**config.mk**
```make
export PLATFORM = sky130hd
export DESIGN_NAME = sram_arbiter
export DESIGN_NICKNAME = d
export VERILOG_FILES = /design/src/rtl/sram_arb_pkg.sv /design/src/rtl/sram_arb_pick.sv /design/src/rtl/sram_arbiter.sv
export SDC_FILE = /design/constraint.sdc
export NUM_CORES = 1
export LEC_CHECK = 0
export BUFFER_PORTS_ARGS = -buffer_cell sky130_fd_sc_hd__buf_4
export CORE_MARGIN = 1
export CORE_UTILIZATION = 45
export DETAILED_ROUTE_END_ITERATION = 6
export PLACE_DENSITY = 0.87
export SLEW_MARGIN = 20
export SYNTH_ARGS = -nofsm -noshare
export SYNTH_HDL_FRONTEND = slang
export SYNTH_SLANG_ARGS = --single-unit
```
**constraint.sdc**
```tcl
create_clock -name clk -period 3.41 [get_ports clk]
set_input_delay 0.1705 -clock clk [delete_from_list [all_inputs] [get_ports clk]]
set_output_delay 0.1705 -clock clk [all_outputs]
set_load 0.05 [all_outputs]
```
**src/rtl/sram_arb_pkg.sv**
```systemverilog
// -----------------------------------------------------------------------------
// sram_arb_pkg
// Shared definitions for the two-port SRAM arbiter: arbiter state encoding and
// the default SRAM halfword address / data widths.
//
// Contents:
//   ADDR_W_DEF   default halfword address width (19)
//   DATA_W_DEF   default SRAM data width (16)
//   arb_state_t  IDLE / XFER / LOCKED arbiter states
// -----------------------------------------------------------------------------
package sram_arb_pkg;

    localparam int ADDR_W_DEF = 19;
    localparam int DATA_W_DEF = 16;

    typedef enum logic [1:0] {
        ST_IDLE   = 2'd0,
        ST_XFER   = 2'd1,
        ST_LOCKED = 2'd2
    } arb_state_t;

endpackage : sram_arb_pkg

```
**src/rtl/sram_arb_pick.sv**
```systemverilog
// -----------------------------------------------------------------------------
// sram_arb_pick
// Combinational winner picker for the two-port SRAM arbiter.
//
// Ports:
//   req         in   [1:0] request vector, bit N = port N valid
//   last_owner  in   1     current/last grantee (used for round-robin)
//   grant       out  1     at least one port is requesting
//   winner      out  1     index of the winning port (meaningful with grant)
//
// Build option:
//   SRAM_ARB_RR_EN  defined   -> contention goes to the port that is not
//                                last_owner (round-robin)
//                   undefined -> contention always goes to port 0
// -----------------------------------------------------------------------------
module sram_arb_pick (
    input  logic [1:0] req,
    input  logic       last_owner,
    output logic       grant,
    output logic       winner
);

    always_comb begin
        grant  = |req;
        winner = 1'b0;
        if (req == 2'b10) begin
            winner = 1'b1;
        end
`ifdef SRAM_ARB_RR_EN
        else if (req == 2'b11) begin
            winner = ~last_owner;
        end
`endif
    end

`ifndef SRAM_ARB_RR_EN
    // Fixed priority never looks at the previous grantee.
    logic unused_last_owner;
    assign unused_last_owner = last_owner;
`endif

endmodule : sram_arb_pick

```
**src/rtl/sram_arbiter.sv**
```systemverilog
// -----------------------------------------------------------------------------
// sram_arbiter
// Arbitrates two request ports (port 0 = CPU path, port 1 = loader/DMA path)
// onto a single SRAM driver. One transfer is in flight at a time; the winning
// command is latched and held stable until the driver's completion pulse. A
// port holding its lock line keeps the grant across back-to-back transfers.
//
// Parameters:
//   ADDR_W  halfword address width (default 19)
//   DATA_W  data width (default 16)
//
// Ports:
//   clk, resetn                     clock, async active-low reset
//   pN_valid / pN_we / pN_addr /
//   pN_wdata / pN_lock              port N request, direction, address, write
//                                   data, grant-hold request
//   pN_ready / pN_rdata             port N completion pulse and read data
//   sram_valid / sram_we /
//   sram_addr / sram_wdata          latched command to the SRAM driver
//   sram_ready / sram_rdata         driver completion pulse and read data
//   busy                            transfer in flight
//   owner                           current or last grantee
//
// Build option:
//   SRAM_ARB_RR_EN  round-robin contention resolution (default: port 0 wins)
// -----------------------------------------------------------------------------
module sram_arbiter
    import sram_arb_pkg::*;
#(
    parameter int ADDR_W = ADDR_W_DEF,
    parameter int DATA_W = DATA_W_DEF
) (
    input  logic              clk,
    input  logic              resetn,

    input  logic              p0_valid,
    output logic              p0_ready,
    input  logic              p0_we,
    input  logic [ADDR_W-1:0] p0_addr,
    input  logic [DATA_W-1:0] p0_wdata,
    output logic [DATA_W-1:0] p0_rdata,
    input  logic              p0_lock,

    input  logic              p1_valid,
    output logic              p1_ready,
    input  logic              p1_we,
    input  logic [ADDR_W-1:0] p1_addr,
    input  logic [DATA_W-1:0] p1_wdata,
    output logic [DATA_W-1:0] p1_rdata,
    input  logic              p1_lock,

    output logic              sram_valid,
    input  logic              sram_ready,
    output logic              sram_we,
    output logic [ADDR_W-1:0] sram_addr,
    output logic [DATA_W-1:0] sram_wdata,
    input  logic [DATA_W-1:0] sram_rdata,

    output logic              busy,
    output logic              owner
);

    arb_state_t state;
    arb_state_t state_next;

    logic              pick_grant;
    logic              pick_winner;
    logic              owner_valid;
    logic              owner_lock;
    logic              grant;
    logic              grant_port;
    logic              grant_we;
    logic [ADDR_W-1:0] grant_addr;
    logic [DATA_W-1:0] grant_wdata;

    sram_arb_pick u_pick (
        .req        ({p1_valid, p0_valid}),
        .last_owner (owner),
        .grant      (pick_grant),
        .winner     (pick_winner)
    );

    assign owner_valid = owner ? p1_valid : p0_valid;
    assign owner_lock  = owner ? p1_lock  : p0_lock;

    // Grants only happen from IDLE or LOCKED, so a grant can never coincide
    // with a completion pulse: the driver always sees at least one idle cycle.
    always_comb begin
        state_next = state;
        grant      = 1'b0;
        grant_port = owner;
        case (state)
            ST_IDLE: begin
                if (pick_grant) begin
                    grant      = 1'b1;
                    grant_port = pick_winner;
                    state_next = ST_XFER;
                end
            end
            ST_XFER: begin
                if (sram_ready) begin
                    state_next = owner_lock ? ST_LOCKED : ST_IDLE;
                end
            end
            ST_LOCKED: begin
                // Only the lock holder may be granted; the other port waits.
                if (owner_valid) begin
                    grant      = 1'b1;
                    state_next = ST_XFER;
                end else if (!owner_lock) begin
                    state_next = ST_IDLE;
                end
            end
            default: begin
                state_next = ST_IDLE;
            end
        endcase
    end

    assign grant_we    = grant_port ? p1_we    : p0_we;
    assign grant_addr  = grant_port ? p1_addr  : p0_addr;
    assign grant_wdata = grant_port ? p1_wdata : p0_wdata;

    // The command is captured only at the grant edge, so later changes on the
    // port (including dropping valid) cannot disturb the transfer in flight.
    always_ff @(posedge clk or negedge resetn) begin
        if (!resetn) begin
            state      <= ST_IDLE;
            owner      <= 1'b0;
            sram_valid <= 1'b0;
            sram_we    <= 1'b0;
            sram_addr  <= '0;
            sram_wdata <= '0;
        end else begin
            state      <= state_next;
            sram_valid <= (state_next == ST_XFER);
            if (grant) begin
                owner      <= grant_port;
                sram_we    <= grant_we;
                sram_addr  <= grant_addr;
                sram_wdata <= grant_wdata;
            end
        end
    end

    assign busy     = (state == ST_XFER);
    assign p0_ready = sram_ready && (state == ST_XFER) && !owner;
    assign p1_ready = sram_ready && (state == ST_XFER) &&  owner;
    assign p0_rdata = sram_rdata;
    assign p1_rdata = sram_rdata;

endmodule : sram_arbiter

```
Word level (Yosys, flattened, before mapping). Cells that the tools add are included.

Register bits: 40. Bits of input ports: 95. Word-level logic and storage cells: 33.

Equality and inequality tests: 4. Muxes and demuxes: 17. Reduce and logical (&&, ||, !) cells: 6.

Operators by type and width (count): $mux 19 (1); $mux 16 (1); $mux 2 (5); $mux 1 (8); $pmux 2 s3 (1); $eq 2x1->1 const B (2); $eq 2x2->1 const B (2); $logic_and 1x1->1 (3); $logic_not 2->1 (1); $pmux 1 s2 (1); $reduce_or 2->1 (1); $logic_not 1->1 (1).

Depth between registers and ports, before layout. Gate-level depths: netlist (run 1).

Depth in word-level cells: 5. Mapped depth: 7.

Modules after synthesis. A second synthesis (run 1) with hierarchy kept.

Cells, all modules: 250. Area total of the unflattened synthesis: 3036.7 um2.

Modules (own cells, without submodules): sram_arbiter (times used 1, cells each 248, area each 3024.2 um2, sequential area each 1001.0 um2); sram_arb_pick (times used 1, cells each 2, area each 12.5 um2, sequential area each 0.0 um2).

Worst setup path before layout (run 1). OpenSTA, ideal clock, no wires.

Path kind: register to output. From: register state[0]. To: output p0_ready. Data arrival time: 2071 ps. Path slack: 1168 ps. Cell stages (with the launch flop): 4. Path buffers: 0. Path through: dfrtp_1 > nor2b_1 > nand2_1 > nor2_1.

Longest elaborated chain between the ends: 3.

RTL lines: start: declaration (line sram_arbiter.sv:63) `arb_state_t state;`; start signal: assignment (line sram_arbiter.sv:135) `state <= state_next;`; $eq 2x1->1; net busy (line sram_arbiter.sv:59) `output logic busy,`; $logic_and 1x1->1 (2 in series) (line sram_arbiter.sv:147) `assign p0_ready = sram_ready && (state == ST_XFER) && !owner;`; end: declaration (line sram_arbiter.sv:37) `output logic p0_ready,`.

The timed path passes the listed nets, and every way through them passes these cells.

Worst setup path in the final report (run 1).
From: register state[1]. To: register sram_addr[1].

Longest elaborated chain between the ends: 3. Elaborated cells between the ends (all ways): 5.

RTL lines: $logic_not 2->1 (line sram_arbiter.sv:92) `case (state)`; $mux 1 (line sram_arbiter.sv:92); $mux 19 (line sram_arbiter.sv:121) `assign grant_addr = grant_port ? p1_addr : p0_addr;`; end signal: assignment (line sram_arbiter.sv:140) `sram_addr <= grant_addr;`; end: declaration (line sram_arbiter.sv:55) `output logic [ADDR_W-1:0] sram_addr,`.

Parallel ways exist; a longest one is shown, timed or not. A chain may end at the register's enable or synchronous reset.

==> impl_summary.txt, run 1 <==
----------------------------------------------------
[Clock tree]
  Total setup buffers inserted after CTS ... 0
  Number of buffers on the longest clock path ... 2
  Library cell used as clock root buffer ... sky130_fd_sc_hd__clkbuf_8
  Clock slew at reported path FFs ... 0.08 ns
  CTS-repair resized insts ... 0
  Clk sinks ... 40
  H-tree levels ... 2
  Clk_lat worst skew ... 0.29 ns
  Cts bufs inserted ... 5
  Number of buffers added to fix hold violations after cts ... 1
  CTS tree ... done

[Min path]
  Worst Hold End ... state[1]
  Cells on Worst Hold Path ... 3
  Hold/Removal Path Class ... in -> reg
  Hold_sp ... sram_ready

[Synth]
  Fraction of the mapped netlist area in compound gates ... 2.80%
  Post-synthesis mux area share ... 41.9%
  Synth unique cells ... 19
  Cell Area, Synth ... 2500 sq um
  Post-synth EDFFs ... 0
  Ys flop type ... sky130_fd_sc_hd__dfrtp_1
  Parity-gate share of the synthesized area counting xor and xnor cells ... 0%
  Async set or reset register ratio after synthesis ... 100%
  Post-synthesis adder-cell area fraction ... 0%
  Dominant combinational cell family by area after synthesis ... multiplexers
  Commonest cells in the synthesized netlist ... sky130_fd_sc_hd__mux2_4, sky130_fd_sc_hd__dfrtp_1, sky130_fd_sc_hd__buf_4
  Library cell with the highest instance count after synthesis ... sky130_fd_sc_hd__mux2_4
  Post-Synthesis Cells ... 171
  Synthesis warning total ... 0
  Fraction of the yosys area taken by sequential cells ... 40.0%
  Syn Area/Cell ... 14.6 sq um
  Dominant cell type by area after synthesis ... sky130_fd_sc_hd__dfrtp_1
  Dominant cells by area after synthesis ... sky130_fd_sc_hd__dfrtp_1, sky130_fd_sc_hd__mux2_4, sky130_fd_sc_hd__buf_4
  Synthesized flop and latch total ... 40
  Fraction of the mapped netlist area in simple logic gates ... 2.25%
  Net Count, Synth ... 266
  Area fraction of the dominant cell type after synthesis ... 40.0%

[Power]
  PD cells ... 1150 nW/um^2
  P_leak ... 1.71 nW
  Peak supply drop ... 705 uV
  Post-route total power ... 3.82 mW

[Global route]
  Maximum number of pins on one net before global-route repair ... 41
  Total routing usage reported by global routing ... 18.5%
  Sum of overflow across all layers after global routing ... 0
  Vias in the first global route ... 1795
  Wire length of the first global-routing pass ... 8480 um
  Antenna violations before repair ... 0

[Floorplanning]
  Die Footprint ... 5860 sq um
  Vertical extent of the die ... 76.5 um
  Number of primary I/O pins ... 168
  Starting density of the core ... 47.7%
  Std-Cell Core Area ... 5240 sq um
  Row count ... 26
  Die Width ... 76.5 um

[Worst setup path]
  R2r endpoint ... sram_addr[1]
  Reg2Reg Depth ... 5
  Largest stage delay, worst path ... 0.64 ns
  Setup slack of the most critical reg-to-reg path ... 1.15 ns
  CP max stage cell ... sky130_fd_sc_hd__o2bb2ai_4
  Most used cell, CP ... sky130_fd_sc_hd__mux2_2
  Data arrival time of the worst path ... 2.44 ns
  Worst Path Max Fanout ... 20
  Setup crit end kind ... flop
  Worst path required time ... 3.59 ns
  WS Path Type ... reg -> reg
  Critical Path, Cell by Cell ... nor3b_2, o2bb2ai_4, buf_12, mux2_2, mux2_2
  Kind of start point of the critical path ... flop
  Worst flop-to-flop path startpoint ... state[1]
  Worst setup path startpoint ... state[1]

[Placed design]
  Post-place instance area ... 3210 sq um
  Final estimated routing congestion in global placement ... 0.724
  Placed wire-length estimate ... 3870 um
  IO buf count ... 119

[Layout]
  Number of antenna cells inserted ... 0
  Fin area ... 3330 sq um
  Multi-input gate area ... 1190 sq um
  Share of layout cells above drive strength 1 ... 77.9%
  Final layout net count ... 356
  Area taken by flip-flops and latches ... 1000 sq um
  Synth-to-Final Area Change ... 33.1%
  Number of fill cells ... 391
  End-of-flow core utilization ... 63.5%

[Detailed routing]
  Count of unresolved DRC violations after routing ... 0
  DR WL/cell ... 15.5 um
  Detailed Route Iter0 Violations ... 24
  Wire length reported by the detailed router ... 5140 um
  Antenna viol nets, final ... 0
  Detail-routed via count per cell ... 4.81
  Router iterations before antenna repair ... 3
  Vias after detailed routing ... 1598

[Status]
  Status ... complete, no violations

[STA]
  Post-route clock period utilization ... 66.2%
  Time the worst path needs with I/O delays and setup ... 2.26 ns
  Rel. slew slack ... 48.7%
  Setup repair after global routing missed its margin ... no
  Least-Margin Pin Slew ... 0.768 ns
  Number of pins with negative max-slew slack in the final report ... 0
  Hold violation total from the final report ... 0
  Setup-violating endpoint count in the final report ... 0
  Skew final ... 0.00336 ns
  Accumulated negative setup slack ... 0 ns
  Peak clock frequency supported by timing ... 0.443 GHz

[Job]
  Max_cap viols ... 0

----------------------------------------------------
worst max-delay path: cells and delay by family, from the launching register on:
kind	cells	cell delay, ns
AO/OA/AOI/OAI	1	0.64
buffers and inverters	1	0.27
flip-flops	1	0.51
multiplexers	2	0.60
AND/OR/NAND/NOR	1	0.10
worst max-delay path by stage:
stage / endpoint / slack [ns] / depth (start not counted)
final: sram_addr[1] / 1.15 / 5
after floorplan: p0_ready / 1.17 / 3
after global routing: sram_addr[1] / 1.03 / 5
after CTS: sram_addr[1] / 1.14 / 5
after global placement: sram_addr[1] / 1.22 / 5
after detailed placement: sram_addr[1] / 1.13 / 5
area by class of cell:
type	instances	share of cell area [%]
Multi-Input combinational cell	89	35.6
Sequential cell	40	30.1
Timing Repair Buffer	123	28.2
Tap cell	70	2.63
Clock buffer	6	2.18
Clock inverter	2	1.05
Inverter	2	0.226
metal layers:
layer	vias up	global-route usage, %	wire length, um
met3	19	6.71	421
li1	742	-	-
met5	-	0	0
met2	90	31.8	2510
met1	747	20.5	2080
met4	0	7.88	128
flip-flops by register name, summed over array words and instances, names as in the netlist:
register / count
owner: 1
sram_valid: 1
state: 2
sram_wdata: 16
sram_addr: 19
sram_we: 1
logic make-up (layout without fill, tap and decap cells):
logic type,after synthesis,after routing
AOI/OAI and AO/OA,6,6
buffers and inverters,42,133
DFF,40,40
muxes,74,74
and+or+nand+nor,9,9
power breakdown:
| part | leakage (nW) | internal [mW] | switching (mW) |
|---|---|---|---|
| Combinational | 1.19 | 1.14 | 1.39 |
| Sequential | 0.469 | 0.723 | 0.181 |
| Clock | 0.0552 | 0.217 | 0.164 |
through the flow:
| step | hold WS [ns] | setup slack, ns | instances |
|---|---|---|---|
| after detailed placement | 0.182 | 1.13 | 323 |
| after floorplan | -0.125 | 1.17 | 171 |
| after global placement | 0.178 | 1.22 | 323 |
| final | 0.171 | 1.15 | 332 |
| after CTS | 0.158 | 1.14 | 332 |
| after global routing | 0.192 | 1.03 | 332 |
layout by cell type (no fill, tap or decap), types with 2 or more instances in the layout:
| cell | count |
|---|---|
| sky130_fd_sc_hd__a21oi_1 | 2 |
| sky130_fd_sc_hd__buf_4 | 121 |
| sky130_fd_sc_hd__a2bb2oi_1 | 2 |
| sky130_fd_sc_hd__mux2_2 | 14 |
| sky130_fd_sc_hd__mux2i_1 | 2 |
| sky130_fd_sc_hd__dfrtp_1 | 40 |
| sky130_fd_sc_hd__nor2_1 | 2 |
| sky130_fd_sc_hd__nor2b_1 | 2 |
| sky130_fd_sc_hd__clkbuf_8 | 5 |
| sky130_fd_sc_hd__inv_1 | 2 |
| sky130_fd_sc_hd__mux2_4 | 58 |
No activity file was read; power rests on OpenSTA's default activity.
==> run 2: changes to the inputs <==
--- a/config.mk
+++ b/config.mk
@@ -7,9 +7,9 @@
 export LEC_CHECK = 0
 export BUFFER_PORTS_ARGS = -buffer_cell sky130_fd_sc_hd__buf_4
 export CORE_MARGIN = 1
-export CORE_UTILIZATION = 45
+export CORE_UTILIZATION = 38
 export DETAILED_ROUTE_END_ITERATION = 6
-export PLACE_DENSITY = 0.87
+export PLACE_DENSITY = 0.78
 export SLEW_MARGIN = 20
 export SYNTH_ARGS = -nofsm -noshare
 export SYNTH_HDL_FRONTEND = slang
==> constraint.sdc (replaced) <==
create_clock -name clk -period 2 [get_ports clk]
set_input_delay 0.1 -clock clk [delete_from_list [all_inputs] [get_ports clk]]
set_output_delay 0.1 -clock clk [all_outputs]
set_load 0.05 [all_outputs]
==> impl_summary.txt, run 2 (synthesis results as in run 1) <==
----------------------------------------------------
[Power]
  PD cells ... 1940 nW/um^2 (+69%)
  P_leak ... 1.74 nW (+1.7%)
  Peak supply drop ... 1030 uV (+46%)

[STA]
  Accumulated negative setup slack ... 0 ns (unchanged)
  Skew final ... 0.00929 ns (+0.00592 ns)
  Post-route clock period utilization ... 88.5% (+22 points)
  Rel. slew slack ... 66.8% (+18 points)
  Least-Margin Pin Slew ... 0.498 ns (-0.270 ns)
  Time the worst path needs with I/O delays and setup ... 1.77 ns (-0.489 ns)
  Setup-violating endpoint count in the final report ... 0 (unchanged)
  Setup repair after global routing missed its margin ... no
  Peak clock frequency supported by timing ... 0.565 GHz (+28%)
  Hold violation total from the final report ... 0 (unchanged)
  Number of pins with negative max-slew slack in the final report ... 0 (unchanged)

[Detailed routing]
  Vias after detailed routing ... 1618 (+1.3%)
  Wire length on met2 ... 2450 um (-2.2%)
  Count of unresolved DRC violations after routing ... 0 (unchanged)
  Antenna viol nets, final ... 0 (unchanged)
  Routed wl met3 ... 417 um (-0.95%)
  Routed length on met1 ... 1970 um (-5.1%)
  Router iterations before antenna repair ... 3 (unchanged)
  DR WL/cell ... 14.4 um (-6.9%)
  Wire length reported by the detailed router ... 4940 um (-3.9%)
  Detailed Route Iter0 Violations ... 24 (unchanged)
  Detail-routed via count per cell ... 4.72 (-2.0%)
  Uppermost routed layer ... met4

[Clock tree]
  Clk sinks ... 40 (unchanged)
  CTS tree ... done
  Library cell used as clock root buffer ... sky130_fd_sc_hd__clkbuf_8
  Cts bufs inserted ... 5 (unchanged)
  Number of buffers on the longest clock path ... 2 (unchanged)
  Total setup buffers inserted after CTS ... 0 (unchanged)
  Clock slew at reported path FFs ... 0.08 ns (about the same)
  H-tree levels ... 2 (unchanged)
  Clk_lat worst skew ... 0.28 ns (about the same)

[Global route]
  Total routing usage reported by global routing ... 14.9% (-3.6 points)
  Antenna violations before repair ... 0 (unchanged)
  Wire length of the first global-routing pass ... 8260 um (-2.6%)
  Vias in the first global route ... 1757 (-2.1%)
  Sum of overflow across all layers after global routing ... 0 (unchanged)
  Maximum number of pins on one net before global-route repair ... 41 (unchanged)

[Worst setup path]
  Critical Path, Cell by Cell ... nand2b_1, a21oi_1, a311oi_4, buf_12, mux2_2
  Data arrival time of the worst path ... 1.94 ns (-0.50 ns)
  Worst Path Max Fanout ... 32 (+60%)
  Worst path required time ... 2.17 ns (-1.42 ns)
  Setup crit end kind ... flop
  CP max stage cell ... sky130_fd_sc_hd__dfrtp_1
  Largest stage delay, worst path ... 0.45 ns (-0.19 ns)
  Kind of start point of the critical path ... flop
  WS Path Type ... reg -> reg
  Setup slack of the most critical reg-to-reg path ... 0.23 ns (-0.92 ns)

[Floorplanning]
  Std-Cell Core Area ... 6350 sq um (+21%)
  Die Footprint ... 6910 sq um (+18%)
  Vertical extent of the die ... 83.1 um (+8.6%)
  Number of primary I/O pins ... 168 (unchanged)
  Die Width ... 83.1 um (+8.6%)
  Starting density of the core ... 39.4% (-8.4 points)
  Row count ... 29 (+12%)

[Layout]
  Leading cell type in the layout, fill and taps excluded ... sky130_fd_sc_hd__buf_4
  Final layout net count ... 360 (+1.1%)
  Share of layout cells above drive strength 1 ... 78.9% (+1.1 points)
  Largest registers ... sram_addr (19), sram_wdata (16), state (2)
  Synth-to-Final Area Change ... 35.8%
  Largest register by flop count ... sram_addr
  Top library cells by usage in the layout, fill and taps aside ... sky130_fd_sc_hd__buf_4, sky130_fd_sc_hd__mux2_4, sky130_fd_sc_hd__dfrtp_1, sky130_fd_sc_hd__mux2_2, sky130_fd_sc_hd__clkbuf_8
  Max FFs per register ... 19 (unchanged)
  End-of-flow core utilization ... 53.5% (-10 points)
  Number of antenna cells inserted ... 0 (unchanged)

[Placed design]
  IO buf count ... 119 (unchanged)
  Final estimated routing congestion in global placement ... 0.724 (about the same)
  Placed wire-length estimate ... 3680 um (-5.0%)

[Job]
  Max_cap viols ... 0 (unchanged)

[Status]
  Status ... complete, no violations

[Min path]
  Hold/Removal Path Class ... in -> reg

----------------------------------------------------
run 2: cell count changes in the layout (fill, tap and decap cells not counted), sizes merged:
cell  change
buf       +4
run 2: what timing repair did:
action | in CTS | in global routing
gates resized for setup | 0 | 0
hold buffers | 1 | 0
endpoints found under the hold margin | 40 | 0
endpoints found under the setup margin | 0 | 0
run 2: cell type report:
class | instances | area, sq um
Sequential cell | 40 | 1000
Clock buffer | 6 | 72.6
Timing Repair Buffer | 127 | 993
Inverter | 2 | 7.51
Clock inverter | 2 | 35.0
Fill cell | 533 | 2950
Multi-Input combinational cell | 89 | 1190
Tap cell | 77 | 96.3
run 2: per-stage QoR:
step	instances	total power, mW	cell area, sq um	worst slack, ns	hold slack [ns]
2_1_floorplan	171	5.01	2500	0.0616	-0.196
3_3_place_gp	334	5.95	3280	0.275	0.107
3_5_place_dp	334	6.02	3280	0.208	0.105
4_1_cts	343	6.69	3400	0.213	0.102
5_1_grt	343	6.94	3400	0.140	0.0875
6_report	343	6.60	3400	0.230	0.111
run 2: critical path, delay by kind of cell, from the launching register on:
kind | cells | cell delay (ns)
flops | 1 | 0.45
compound gates | 2 | 0.43
mux | 1 | 0.37
buf+inv | 1 | 0.28
simple gates | 1 | 0.11
run 2: path summary, 6_finish.rpt:
check                               from  cells past startpoint             end
setup / recovery                state[1]                      5  sram_wdata[12]
hold / removal                sram_ready                      3        state[0]
min in group asynchronous         resetn                      2   sram_addr[17]
setup reg to reg                state[1]                      5  sram_wdata[12]
max in group asynchronous         resetn                      2           owner
hold reg to reg            sram_addr[18]                      1   sram_addr[18]
run 2: routing by layer:
| metal | track usage (%) | up-vias |
|---|---|---|
| li1 | - | 752 |
| met5 | 0 | - |
| met3 | 6.06 | 17 |
| met4 | 5.33 | 0 |
| met2 | 25.0 | 84 |
| met1 | 17.0 | 765 |
run 2: report_power, final:
part	switching, mW	internal (mW)
combinational	2.43	2.04
sequential	0.260	1.24
clock	0.259	0.370
total	2.95	3.65
